===== src/rtl/tile_map_pkg.sv =====
// Shared definitions for the tile-map renderer: colour constants, tile codes,
// the VGA timing bundle and the power-on palette contents.
package tile_map_pkg;

    typedef logic [11:0] rgb_t;

    typedef struct packed {
        logic [11:0] hcount;
        logic        hsync;
        logic        hblnk;
        logic [11:0] vcount;
        logic        vsync;
        logic        vblnk;
    } vga_timing_t;

    localparam rgb_t RGB_BLANK  = 12'h000;
    localparam rgb_t RGB_TOP    = 12'hff0;
    localparam rgb_t RGB_BOTTOM = 12'hf00;
    localparam rgb_t RGB_LEFT   = 12'h0f0;
    localparam rgb_t RGB_RIGHT  = 12'h00f;
    localparam rgb_t RGB_BG     = 12'h555;
    localparam rgb_t RGB_GRID   = 12'hfff;

    localparam logic [3:0] SURROUND = 4'd0;
    localparam logic [3:0] PATH     = 4'd1;
    localparam logic [3:0] OBST1    = 4'd2;
    localparam logic [3:0] OBST2    = 4'd3;
    localparam logic [3:0] BOMB     = 4'd4;
    localparam logic [3:0] EXPL     = 4'd5;

    function automatic rgb_t default_pal(input logic [3:0] idx);
        case (idx)
            SURROUND: return 12'h260;
            PATH:     return 12'hfec;
            OBST1:    return 12'h03c;
            OBST2:    return 12'h600;
            BOMB:     return 12'h333;
            EXPL:     return 12'hf73;
            default:  return 12'h000;
        endcase
    endfunction

endpackage


===== src/rtl/tile_map_render_if.sv =====
// VGA timing bus (counters, syncs, blanks) passed between display pipeline stages.
interface tile_map_render_if;
    logic [11:0] hcount;
    logic        hsync;
    logic        hblnk;
    logic [11:0] vcount;
    logic        vsync;
    logic        vblnk;

    modport master (output hcount, hsync, hblnk, vcount, vsync, vblnk);
    modport slave  (input  hcount, hsync, hblnk, vcount, vsync, vblnk);
endinterface


===== src/rtl/tile_palette.sv =====
// 16-entry RGB444 palette: one synchronous write port, one combinational read port,
// asynchronously reset to the default tile colours.
module tile_palette
    import tile_map_pkg::*;
(
    input  logic       i_pclk,
    input  logic       i_rst_n,
    input  logic       i_we,
    input  logic [3:0] i_waddr,
    input  rgb_t       i_wdata,
    input  logic [3:0] i_raddr,
    output rgb_t       o_rdata
);

    rgb_t entries [16];

    always_ff @(posedge i_pclk or negedge i_rst_n) begin
        if (!i_rst_n) begin
            for (int i = 0; i < 16; i++) begin
                entries[i] <= default_pal(4'(i));
            end
        end else if (i_we) begin
            entries[i_waddr] <= i_wdata;
        end
    end

    // A read in the write cycle sees the old entry; the update lands on the edge.
    assign o_rdata = entries[i_raddr];

endmodule


===== src/rtl/tile_map_render.sv =====
// Tile-map renderer: tile address generation, memory-latency alignment, palette
// lookup with explosion blinking. Optional grid overlay under `TILE_GRID_EN.
module tile_map_render
    import tile_map_pkg::*;
#(
    parameter int TILE_LOG2  = 6,
    parameter int MAP_W_LOG2 = 4,
    parameter int MAP_H_LOG2 = 4,
    parameter int ORIGIN_X   = 448,
    parameter int ORIGIN_Y   = 28,
    parameter int MEM_LAT    = 1,
    parameter int BLINK_LOG2 = 4,
    parameter int H_LAST     = 1919,
    parameter int V_LAST     = 1079
) (
    input  logic                               i_pclk,
    input  logic                               i_rst_n,
    tile_map_render_if.slave                   vga_in,
    tile_map_render_if.master                  vga_out,
    input  logic [3:0]                         i_data,
    input  logic                               i_pal_we,
    input  logic [3:0]                         i_pal_addr,
    input  logic [11:0]                        i_pal_data,
    output logic [MAP_H_LOG2+MAP_W_LOG2-1:0]   o_addr,
    output logic [11:0]                        o_rgb
);

    localparam int L       = MEM_LAT + 2;
    localparam int DLY     = L - 1;
    localparam int X_END   = ORIGIN_X + (1 << (TILE_LOG2 + MAP_W_LOG2));
    localparam int Y_END   = ORIGIN_Y + (1 << (TILE_LOG2 + MAP_H_LOG2));
    localparam int FRAME_W = BLINK_LOG2 + 1;

    vga_timing_t           tim_a;
    logic                  in_map_a;
    logic [MAP_W_LOG2-1:0] col_a;
    logic [MAP_H_LOG2-1:0] row_a;

    always_comb begin
        tim_a.hcount = vga_in.hcount;
        tim_a.hsync  = vga_in.hsync;
        tim_a.hblnk  = vga_in.hblnk;
        tim_a.vcount = vga_in.vcount;
        tim_a.vsync  = vga_in.vsync;
        tim_a.vblnk  = vga_in.vblnk;
    end

    assign in_map_a = (int'(vga_in.hcount) >= ORIGIN_X) && (int'(vga_in.hcount) < X_END) &&
                      (int'(vga_in.vcount) >= ORIGIN_Y) && (int'(vga_in.vcount) < Y_END);
    assign col_a    = MAP_W_LOG2'((vga_in.hcount - 12'(ORIGIN_X)) >> TILE_LOG2);
    assign row_a    = MAP_H_LOG2'((vga_in.vcount - 12'(ORIGIN_Y)) >> TILE_LOG2);

`ifdef TILE_GRID_EN
    localparam logic [11:0] TILE_MASK = 12'((1 << TILE_LOG2) - 1);
    logic grid_a;
    logic grid_p [DLY];
    assign grid_a = (((vga_in.hcount - 12'(ORIGIN_X)) & TILE_MASK) == 12'd0) ||
                    (((vga_in.vcount - 12'(ORIGIN_Y)) & TILE_MASK) == 12'd0);
`endif

    vga_timing_t tim_p    [DLY];
    logic        in_map_p [DLY];

    // Stage A registers the address; the remaining DLY-1 slots cover memory latency.
    always_ff @(posedge i_pclk or negedge i_rst_n) begin
        if (!i_rst_n) begin
            o_addr <= '0;
            for (int i = 0; i < DLY; i++) begin
                tim_p[i]    <= '0;
                in_map_p[i] <= 1'b0;
`ifdef TILE_GRID_EN
                grid_p[i]   <= 1'b0;
`endif
            end
        end else begin
            o_addr      <= in_map_a ? {row_a, col_a} : '0;
            tim_p[0]    <= tim_a;
            in_map_p[0] <= in_map_a;
`ifdef TILE_GRID_EN
            grid_p[0]   <= grid_a;
`endif
            for (int i = 1; i < DLY; i++) begin
                tim_p[i]    <= tim_p[i-1];
                in_map_p[i] <= in_map_p[i-1];
`ifdef TILE_GRID_EN
                grid_p[i]   <= grid_p[i-1];
`endif
            end
        end
    end

    logic               vsync_q;
    logic [FRAME_W-1:0] frame_cnt;

    always_ff @(posedge i_pclk or negedge i_rst_n) begin
        if (!i_rst_n) begin
            vsync_q   <= 1'b0;
            frame_cnt <= '0;
        end else begin
            vsync_q <= vga_in.vsync;
            if (vga_in.vsync && !vsync_q) begin
                frame_cnt <= frame_cnt + FRAME_W'(1);
            end
        end
    end

    vga_timing_t tim_o;
    logic        in_map_o;
    logic [3:0]  pal_idx;
    rgb_t        pal_rgb;
    rgb_t        rgb_d;

    assign tim_o    = tim_p[DLY-1];
    assign in_map_o = in_map_p[DLY-1];
    assign pal_idx  = (i_data == EXPL && frame_cnt[BLINK_LOG2]) ? BOMB : i_data;

    tile_palette u_palette (
        .i_pclk  (i_pclk),
        .i_rst_n (i_rst_n),
        .i_we    (i_pal_we),
        .i_waddr (i_pal_addr),
        .i_wdata (i_pal_data),
        .i_raddr (pal_idx),
        .o_rdata (pal_rgb)
    );

    always_comb begin
        rgb_d = RGB_BG;
        if (tim_o.hblnk || tim_o.vblnk)               rgb_d = RGB_BLANK;
        else if (tim_o.vcount == 12'd0)               rgb_d = RGB_TOP;
        else if (tim_o.vcount == 12'(V_LAST))         rgb_d = RGB_BOTTOM;
        else if (tim_o.hcount == 12'd0)               rgb_d = RGB_LEFT;
        else if (tim_o.hcount == 12'(H_LAST))         rgb_d = RGB_RIGHT;
`ifdef TILE_GRID_EN
        else if (in_map_o && grid_p[DLY-1])           rgb_d = RGB_GRID;
`endif
        else if (in_map_o)                            rgb_d = pal_rgb;
    end

    // Output stage: colour and timing leave together, L cycles after input.
    always_ff @(posedge i_pclk or negedge i_rst_n) begin
        if (!i_rst_n) begin
            o_rgb          <= '0;
            vga_out.hcount <= '0;
            vga_out.hsync  <= 1'b0;
            vga_out.hblnk  <= 1'b0;
            vga_out.vcount <= '0;
            vga_out.vsync  <= 1'b0;
            vga_out.vblnk  <= 1'b0;
        end else begin
            o_rgb          <= rgb_d;
            vga_out.hcount <= tim_o.hcount;
            vga_out.hsync  <= tim_o.hsync;
            vga_out.hblnk  <= tim_o.hblnk;
            vga_out.vcount <= tim_o.vcount;
            vga_out.vsync  <= tim_o.vsync;
            vga_out.vblnk  <= tim_o.vblnk;
        end
    end

endmodule

===== src/flat_wrapper.sv =====
// flat-port wrapper written by rule: the top's interface ports become plain ports
module tile_map_render_flat import tile_map_pkg::*;
#(
    parameter int TILE_LOG2  = 6,
    parameter int MAP_W_LOG2 = 4,
    parameter int MAP_H_LOG2 = 4,
    parameter int ORIGIN_X   = 448,
    parameter int ORIGIN_Y   = 28,
    parameter int MEM_LAT    = 1,
    parameter int BLINK_LOG2 = 4,
    parameter int H_LAST     = 1919,
    parameter int V_LAST     = 1079
)
  (i_pclk, i_rst_n, i_data, i_pal_we, i_pal_addr, i_pal_data, o_addr, o_rgb, vga_in_hcount, vga_in_hsync, vga_in_hblnk, vga_in_vcount, vga_in_vsync, vga_in_vblnk, vga_out_hcount, vga_out_hsync, vga_out_hblnk, vga_out_vcount, vga_out_vsync, vga_out_vblnk);
  tile_map_render_if vga_in_i ();
  tile_map_render_if vga_out_i ();
  input  logic i_pclk;
  input  logic i_rst_n;
  input  logic [3:0] i_data;
  input  logic i_pal_we;
  input  logic [3:0] i_pal_addr;
  input  logic [11:0] i_pal_data;
  output logic [MAP_H_LOG2+MAP_W_LOG2-1:0] o_addr;
  output logic [11:0] o_rgb;
  input wire logic [$bits(vga_in_i.hcount)-1:0] vga_in_hcount;
  input wire logic [$bits(vga_in_i.hsync)-1:0] vga_in_hsync;
  input wire logic [$bits(vga_in_i.hblnk)-1:0] vga_in_hblnk;
  input wire logic [$bits(vga_in_i.vcount)-1:0] vga_in_vcount;
  input wire logic [$bits(vga_in_i.vsync)-1:0] vga_in_vsync;
  input wire logic [$bits(vga_in_i.vblnk)-1:0] vga_in_vblnk;
  output wire logic [$bits(vga_out_i.hcount)-1:0] vga_out_hcount;
  output wire logic [$bits(vga_out_i.hsync)-1:0] vga_out_hsync;
  output wire logic [$bits(vga_out_i.hblnk)-1:0] vga_out_hblnk;
  output wire logic [$bits(vga_out_i.vcount)-1:0] vga_out_vcount;
  output wire logic [$bits(vga_out_i.vsync)-1:0] vga_out_vsync;
  output wire logic [$bits(vga_out_i.vblnk)-1:0] vga_out_vblnk;
  assign vga_in_i.hcount = vga_in_hcount;
  assign vga_in_i.hsync = vga_in_hsync;
  assign vga_in_i.hblnk = vga_in_hblnk;
  assign vga_in_i.vcount = vga_in_vcount;
  assign vga_in_i.vsync = vga_in_vsync;
  assign vga_in_i.vblnk = vga_in_vblnk;
  assign vga_out_hcount = vga_out_i.hcount;
  assign vga_out_hsync = vga_out_i.hsync;
  assign vga_out_hblnk = vga_out_i.hblnk;
  assign vga_out_vcount = vga_out_i.vcount;
  assign vga_out_vsync = vga_out_i.vsync;
  assign vga_out_vblnk = vga_out_i.vblnk;
  tile_map_render #(.TILE_LOG2(TILE_LOG2), .MAP_W_LOG2(MAP_W_LOG2), .MAP_H_LOG2(MAP_H_LOG2), .ORIGIN_X(ORIGIN_X), .ORIGIN_Y(ORIGIN_Y), .MEM_LAT(MEM_LAT), .BLINK_LOG2(BLINK_LOG2), .H_LAST(H_LAST), .V_LAST(V_LAST)) u_core (.i_pclk(i_pclk), .i_rst_n(i_rst_n), .vga_in(vga_in_i), .vga_out(vga_out_i), .i_data(i_data), .i_pal_we(i_pal_we), .i_pal_addr(i_pal_addr), .i_pal_data(i_pal_data), .o_addr(o_addr), .o_rgb(o_rgb));
endmodule

===== config.mk =====
export PLATFORM = sky130hd
export DESIGN_NAME = tile_map_render_flat
export DESIGN_NICKNAME = d
export VERILOG_FILES = /design/src/rtl/tile_map_pkg.sv /design/src/rtl/tile_map_render_if.sv /design/src/rtl/tile_palette.sv /design/src/rtl/tile_map_render.sv /design/src/flat_wrapper.sv
export SDC_FILE = /design/constraint.sdc
export NUM_CORES = 1
export LEC_CHECK = 0
export CORE_ASPECT_RATIO = 1.2
export CORE_MARGIN = 4
export CORE_UTILIZATION = 50
export DETAILED_ROUTE_END_ITERATION = 16
export DONT_BUFFER_PORTS = 1
export PLACE_DENSITY = 0.72
export SETUP_SLACK_MARGIN = 0.5
export SLEW_MARGIN = 20
export SYNTH_ARGS = -nofsm -noshare
export SYNTH_HDL_FRONTEND = slang
export SYNTH_HIERARCHICAL = 1
export SYNTH_SLANG_ARGS = --single-unit

===== constraint.sdc =====
create_clock -name i_pclk -period 5.3 [get_ports i_pclk]
set_input_delay 0.795 -clock i_pclk [delete_from_list [all_inputs] [get_ports i_pclk]]
set_output_delay 0.795 -clock i_pclk [all_outputs]
set_load 0.01 [all_outputs]

==> results of run 1 <==
## worst max path at each step
stage | slack [ps] | startpoint | end | depth (start not counted)
final | 2540 | u_core/frame_cnt[4] | u_core/o_rgb[4] | 8
after global routing | 2290 | u_core/frame_cnt[4] | u_core/o_rgb[4] | 8
after CTS | 2530 | u_core/frame_cnt[4] | u_core/o_rgb[4] | 8
after detailed placement | 2140 | i_data[2] | u_core/o_rgb[4] | 8
after global placement | 2170 | i_data[2] | u_core/o_rgb[5] | 8
after floorplan | 2850 | i_data[2] | u_core/o_rgb[4] | 9
## Yosys cell counts, drive strengths merged, types with 2 or more instances
cell | count | area [um^2]
a211oi | 2 | 15.0
a21o | 2 | 15.0
a21oi | 7 | 35.0
a22oi | 24 | 180
a311oi | 3 | 26.3
and3 | 2 | 13.8
buf | 26 | 143
clkbuf | 24 | 90.1
dfrtp | 270 | 6760
dfstp | 33 | 867
ha | 2 | 25.0
inv | 5 | 18.8
mux2 | 193 | 2170
mux4 | 48 | 1080
nand2 | 23 | 86.3
nand2b | 2 | 12.5
nand3 | 9 | 45.0
nand4 | 7 | 58.8
nor2 | 22 | 82.6
nor2b | 4 | 25.0
nor3 | 3 | 25.0
nor4 | 7 | 56.3
o21a | 2 | 15.0
o21ai | 4 | 20.0
o21bai | 2 | 15.0
xnor2 | 7 | 61.3
xor2 | 2 | 17.5
## flip-flops by register name, indices dropped and copies added, names as in the netlist, 5 cells and up
name                      cells
u_core/u_palette/entries    192
u_core/tim_o                 28
u_core/tim_p                 27
u_core/o_rgb                 12
u_core/vga_out.hcount        12
u_core/vga_out.vcount        12
u_core/o_addr                 8
u_core/frame_cnt              5
## final cells by class
type | count | area (um^2) | share of cell area, %
Multi-Input combinational cell | 390 | 4220 | 31.5
Timing Repair Buffer | 11 | 82.6 | 0.615
Clock buffer | 41 | 862 | 6.42
Clock inverter | 15 | 208 | 1.55
Sequential cell | 303 | 7620 | 56.8
Inverter | 5 | 18.8 | 0.140
Tap cell | 320 | 400 | 2.98
## critical path: stages (launching register included)
cell and delay (ps):
dfrtp_1 410, nand2_1 80, o31a_2 120, buf_4 760, mux4_2 590, a22oi_1 210
nand2_1 110, o21ai_0 210, a21oi_1 100
## cells by family after synthesis
| group | share of synthesized area [%] |
|---|---|
| AND/OR/NAND/NOR | 4.04 |
| XOR/XNOR | 0.652 |
| buffers and inverters | 2.08 |
| AO/OA/AOI/OAI | 3.08 |
| adder cells (fa/ha/maj) | 0.207 |
| multiplexers | 26.9 |
| flip-flops | 63.0 |
## placed cells by master, fill, tap and decap left out, types with 2 or more instances in the layout
| cell type | instances |
|---|---|
| nor4_2 | 2 |
| nor2b_1 | 4 |
| bufinv_16 | 4 |
| nor2_1 | 21 |
| a211oi_1 | 2 |
| o21a_1 | 2 |
| o21bai_1 | 2 |
| dfstp_2 | 33 |
| a21o_1 | 2 |
| o21ai_0 | 4 |
| clkbuf_8 | 7 |
| a22oi_1 | 24 |
| nor3_2 | 2 |
| clkbuf_16 | 30 |
| clkinv_4 | 2 |
| dfrtp_1 | 270 |
| mux4_2 | 48 |
| nand2_1 | 23 |
| buf_4 | 11 |
| mux2_2 | 169 |
| xor2_1 | 2 |
| nand3_1 | 9 |
| ha_1 | 2 |
| nand4_1 | 6 |
| nor4_1 | 5 |
| inv_1 | 5 |
| clkbuf_1 | 4 |
| clkinvlp_4 | 4 |
| xnor2_1 | 7 |
| a21oi_1 | 7 |
| nand2b_1 | 2 |
| clkinv_2 | 3 |
| a311oi_1 | 3 |
| mux2_1 | 24 |
## where the power goes
group / internal [W] / total (W) / switching, W
registers: 0.00275 / 0.00297 / 0.000220
logic: 0.000457 / 0.000683 / 0.000226
clock network: 0.00134 / 0.00223 / 0.000887
total: 0.00455 / 0.00588 / 0.00133
## routing by layer
layer  track usage (%)  part of all wire [%]
met1              22.9                    37
met2              37.6                    55
met3              3.48                   4.2
met4              7.74                   3.5
met5                 0                     0
## through the flow
step	instance area (um^2)	hold WS, ps	utilization [%]	setup WS (ps)
after floorplan	12100	331	-	2850
after global placement	12300	332	51.7	2170
after detailed placement	12300	336	51.7	2140
after CTS	13400	-75.4	56.2	2530
after global routing	13400	-75.1	56.2	2290
final	13400	-47.6	56.2	2540
==> flow_summary.toml, run 1 <==
[run_status]
status = "finished with violations"
violations = "hold timing"

[route]
postRouteWirelength_mm = 26.6
antenna_left = 0
num_vias = 6372
first_pass_iters = 4
drc = 0
avgRoutedWirePerCell_um = 24.5
first_iter_violations = 380
vias_per_cell = 5.87

[global_route]
grt.total_usage_pct = 20.2
grt_pass1_wl_mm = 41.1
grt_pass1_vias = 7079
grt_max_degree = 304
globalRouteOverflowTotal = 0
antenna_found_initial = 0

[synth]
synth_area_mm2 = 0.0121
synth_fp_nets = 801
synth_seq_cells = 303
syn_inst = 748
synth_edf_count = 0
async_flop_share_pct = 100
ys_types = 46
synth-warning-count = 6
avgSynthCellArea_um2 = 16.2
ys.flop_type = "dfrtp_1"
yosysSeqAreaShare_pct = 63.0

[worst_setup_path]
worstPathRequired_ps = 5700
regToRegEndpoint = "u_core/o_rgb[4]"
startpoint_type = "flip-flop"
r2r_cells = 8
r2r_setup_slack_ps = 2540
critPathCaptureType = "flip-flop"
critPathMaxFanout = 48
r2r_start = "u_core/frame_cnt[4]"
path_class = "flip-flop to flip-flop"
cp.arrival_ps = 3150

[sta]
holdWs_ps = -47.6
period_minus_slack_ps = 2760
setup_viol = 0
finClkSkew_ps = 20.1
timing.fmax_mhz = 363
slew_headroom_pct = 26.8
tightestPinTransition_ps = 1090
slew_violations = 0
tns_ps = 0
hold_violations = 27
min_period_over_period_pct = 52.0
rsz0062_at_grt = "false"

[run]
cap_violations = 0

[place]
dp.cells = 1029
place_congestion = 0.792
port_buffers = 0
hpwlAfterDp_mm = 16.7

[cells_and_area]
fill_cells = 1851
drive_above_1_share_pct = 42.5
syn_to_final_growth_pct = 10.9
n_antenna_cell = 0
fin_cells = 1085
finalNetCount = 794

[pwr]
p_per_area_mw_per_mm2 = 438
p_leak_nw = 5.69
p_total_w = 0.00588
ir_worst_vdd_uv = 301

[cts]
cts_tree = "done"
cts-root-buf = "clkbuf_16"
cts_setup_buffers = 0
cts.clk_slew.worst_paths_ps = 60
cts_resized = 0
cts_buffers = 30
clock_path_buffers = 3
insertion_delay_ps = 550
clkSinkCount = 303
htreeDepth = 1

[worst_hold_path]
hp-class = "input port to async pin"

[die]
rows = 62
die_h_um = 178
fp.coreArea_mm2 = 0.0239
ios = 99
die_w_um = 150
die-area_mm2 = 0.0268
start_util_pct = 50.6
No activity file was read; power rests on OpenSTA's default activity.
==> run 2: changes to the inputs <==
Settings changed: PLACE_DENSITY 0.72 to 0.75.
Clock period 5.3 ns to 2.45 ns, I/O delays scaled along.
==> flow_summary.toml, run 2 (synthesized netlist as in run 1, its figures left out) <==
[run_status]
status = "finished with violations"
violations = "hold timing"

[cells_and_area]
drive_above_1_share_pct = 44.5
final_common_cell = "dfrtp_1"
multi_input_area_mm2 = 0.00433
fill_cells = 1759
fin_util_pct = 59.2
final_area_mm2 = 0.0141
syn_to_final_growth_pct = 16.9
layout_common_cells = "dfrtp_1, mux2_2, mux4_2"
regArea_mm2 = 0.00762
finalNetCount = 857
largest_register_ff_count = 192
regMostFlops = "u_core/u_palette/entries"

[worst_setup_path]
worstPathRequired_ps = 2880
critPathCaptureType = "flip-flop"
startpoint_type = "flip-flop"
r2r_cells = 8
crit_chain = "nand2_2 > o31a_4 > buf_12 > buf_4 > mux4_2 > a22oi_2 > nand2_1 > a21o_1"
regToRegEndpoint = "u_core/o_rgb[11]"
path_class = "flip-flop to flip-flop"
slowest_delay_ps = 440
r2r_setup_slack_ps = 280
cpMaxStageDelayCell = "mux4_2"
cp.arrival_ps = 2600
r2r_start = "u_core/frame_cnt[4]"
critPathMaxFanout = 9

[route]
vias_per_cell = 5.96
first_pass_iters = 5
first_iter_violations = 572
avgRoutedWirePerCell_um = 25.3
antenna_left = 0
drc = 0
num_vias = 6834
postRouteWirelength_mm = 29.0

[die]
rows = 62
start_util_pct = 50.6
die-area_mm2 = 0.0268
ios = 99
die_w_um = 150
die_h_um = 178
fp.coreArea_mm2 = 0.0239

[cts]
clkSinkCount = 303
cts_buffers = 27
cts_hold_buffers = 40
insertion_delay_ps = 550
clock_path_buffers = 3
cts_tree = "done"
cts-root-buf = "clkbuf_16"
htreeDepth = 1
cts.clk_slew.worst_paths_ps = 60

[sta]
finClkSkew_ps = 22.9
timing.fmax_mhz = 460
tightestPinTransition_ps = 729
min_period_over_period_pct = 88.8
tns_ps = 0
hold_violations = 278
holdWs_ps = -488
setup_viol = 0
slew_headroom_pct = 51.3
rsz0062_at_grt = "true"
period_minus_slack_ps = 2170
slew_violations = 0

[worst_hold_path]
hp-class = "input port to async pin"

[global_route]
grt_max_degree = 304
globalRouteOverflowTotal = 0
grt_pass1_wl_mm = 44.2
grt.total_usage_pct = 21.7
antenna_found_initial = 1
grt_pass1_vias = 7471

[place]
hpwlAfterDp_mm = 16.9
post_dp_cell_area_mm2 = 0.0125
place_congestion = 0.795
port_buffers = 0

[pwr]
p_per_area_mw_per_mm2 = 901
p_leak_nw = 6.00
ir_worst_vdd_uv = 517

[run]
cap_violations = 0
[run 2: cell count changes in the layout (fill, tap and decap cells not counted), moves of 2 or more]
cell | before | now
a22oi_2 | 0 | 17
clkinvlp_4 | 4 | 2
nand2_2 | 0 | 2
a22oi_1 | 24 | 7
clkinv_2 | 3 | 6
clkinv_4 | 2 | 0
buf_12 | 0 | 4
nand2_1 | 23 | 21
dlygate4sd3_1 | 0 | 40
buf_4 | 11 | 28
clkbuf_1 | 4 | 1
[run 2: stage by stage]
stage,total power (W),cells,hold WS [ps],worst slack [ps]
floorplan,0.00765,748,71.9,502
global placement,0.00784,1043,78.3,193
detailed placement,0.00802,1043,76.7,125
CTS,0.0127,1136,-501,287
global route,0.0132,1146,-502,177
finish,0.0127,1146,-488,276
[run 2: layout make-up]
cell class / count / share of cell area [%]
inverter: 5 / 0.133
clock inverter: 14 / 1.31
sequential: 303 / 53.9
clock buffer: 36 / 5.59
multi-input combinational: 391 / 30.7
tap: 320 / 2.83
timing repair buffer: 76 / 5.52
antenna: 1 / 0.0177
[run 2: what timing repair did]
item / 4_1_cts / 5_1_grt
setup endpoints to repair: 12 / 12
pin swaps: 3 / 8
setup buffers: 2 / 6
endpoints found under the hold margin: 527 / 303
gates cloned: 1 / 3
gates resized for setup: 14 / 16
[run 2: metal layers]
layer,global-route usage [%],vias up,wire (um)
li1,-,2854,-
met1,25.8,3641,10500
met2,38.6,246,15400
met3,3.94,93,1790
met4,9.34,0,1350
met5,0,-,0
[run 2: how the worst max path moves through the flow]
stage	start	endpoint	slack (ps)	cells past startpoint
3_5_place_dp	u_core/frame_cnt[4]	u_core/o_rgb[10]	120	8
3_3_place_gp	u_core/frame_cnt[4]	u_core/o_rgb[7]	190	8
5_1_grt	u_core/frame_cnt[4]	u_core/o_rgb[5]	180	9
6_report	u_core/frame_cnt[4]	u_core/o_rgb[11]	280	8
4_1_cts	u_core/frame_cnt[4]	u_core/o_rgb[2]	290	8
2_1_floorplan	u_core/frame_cnt[4]	u_core/o_rgb[4]	500	9
[run 2: where the power goes]
part           total, W  internal [W]  switching (W)
sequential      0.00644       0.00595       0.000487
clock           0.00455       0.00269        0.00186
combinational   0.00174       0.00112       0.000620
[run 2: critical path: cells and delay by family (launching register included)]
family                 cells  cell delay (ps)
AOI/OAI and AO/OA          3              730
muxes                      1              440
DFF                        1              380
buffers and inverters      2              320
and+or+nand+nor            2              190
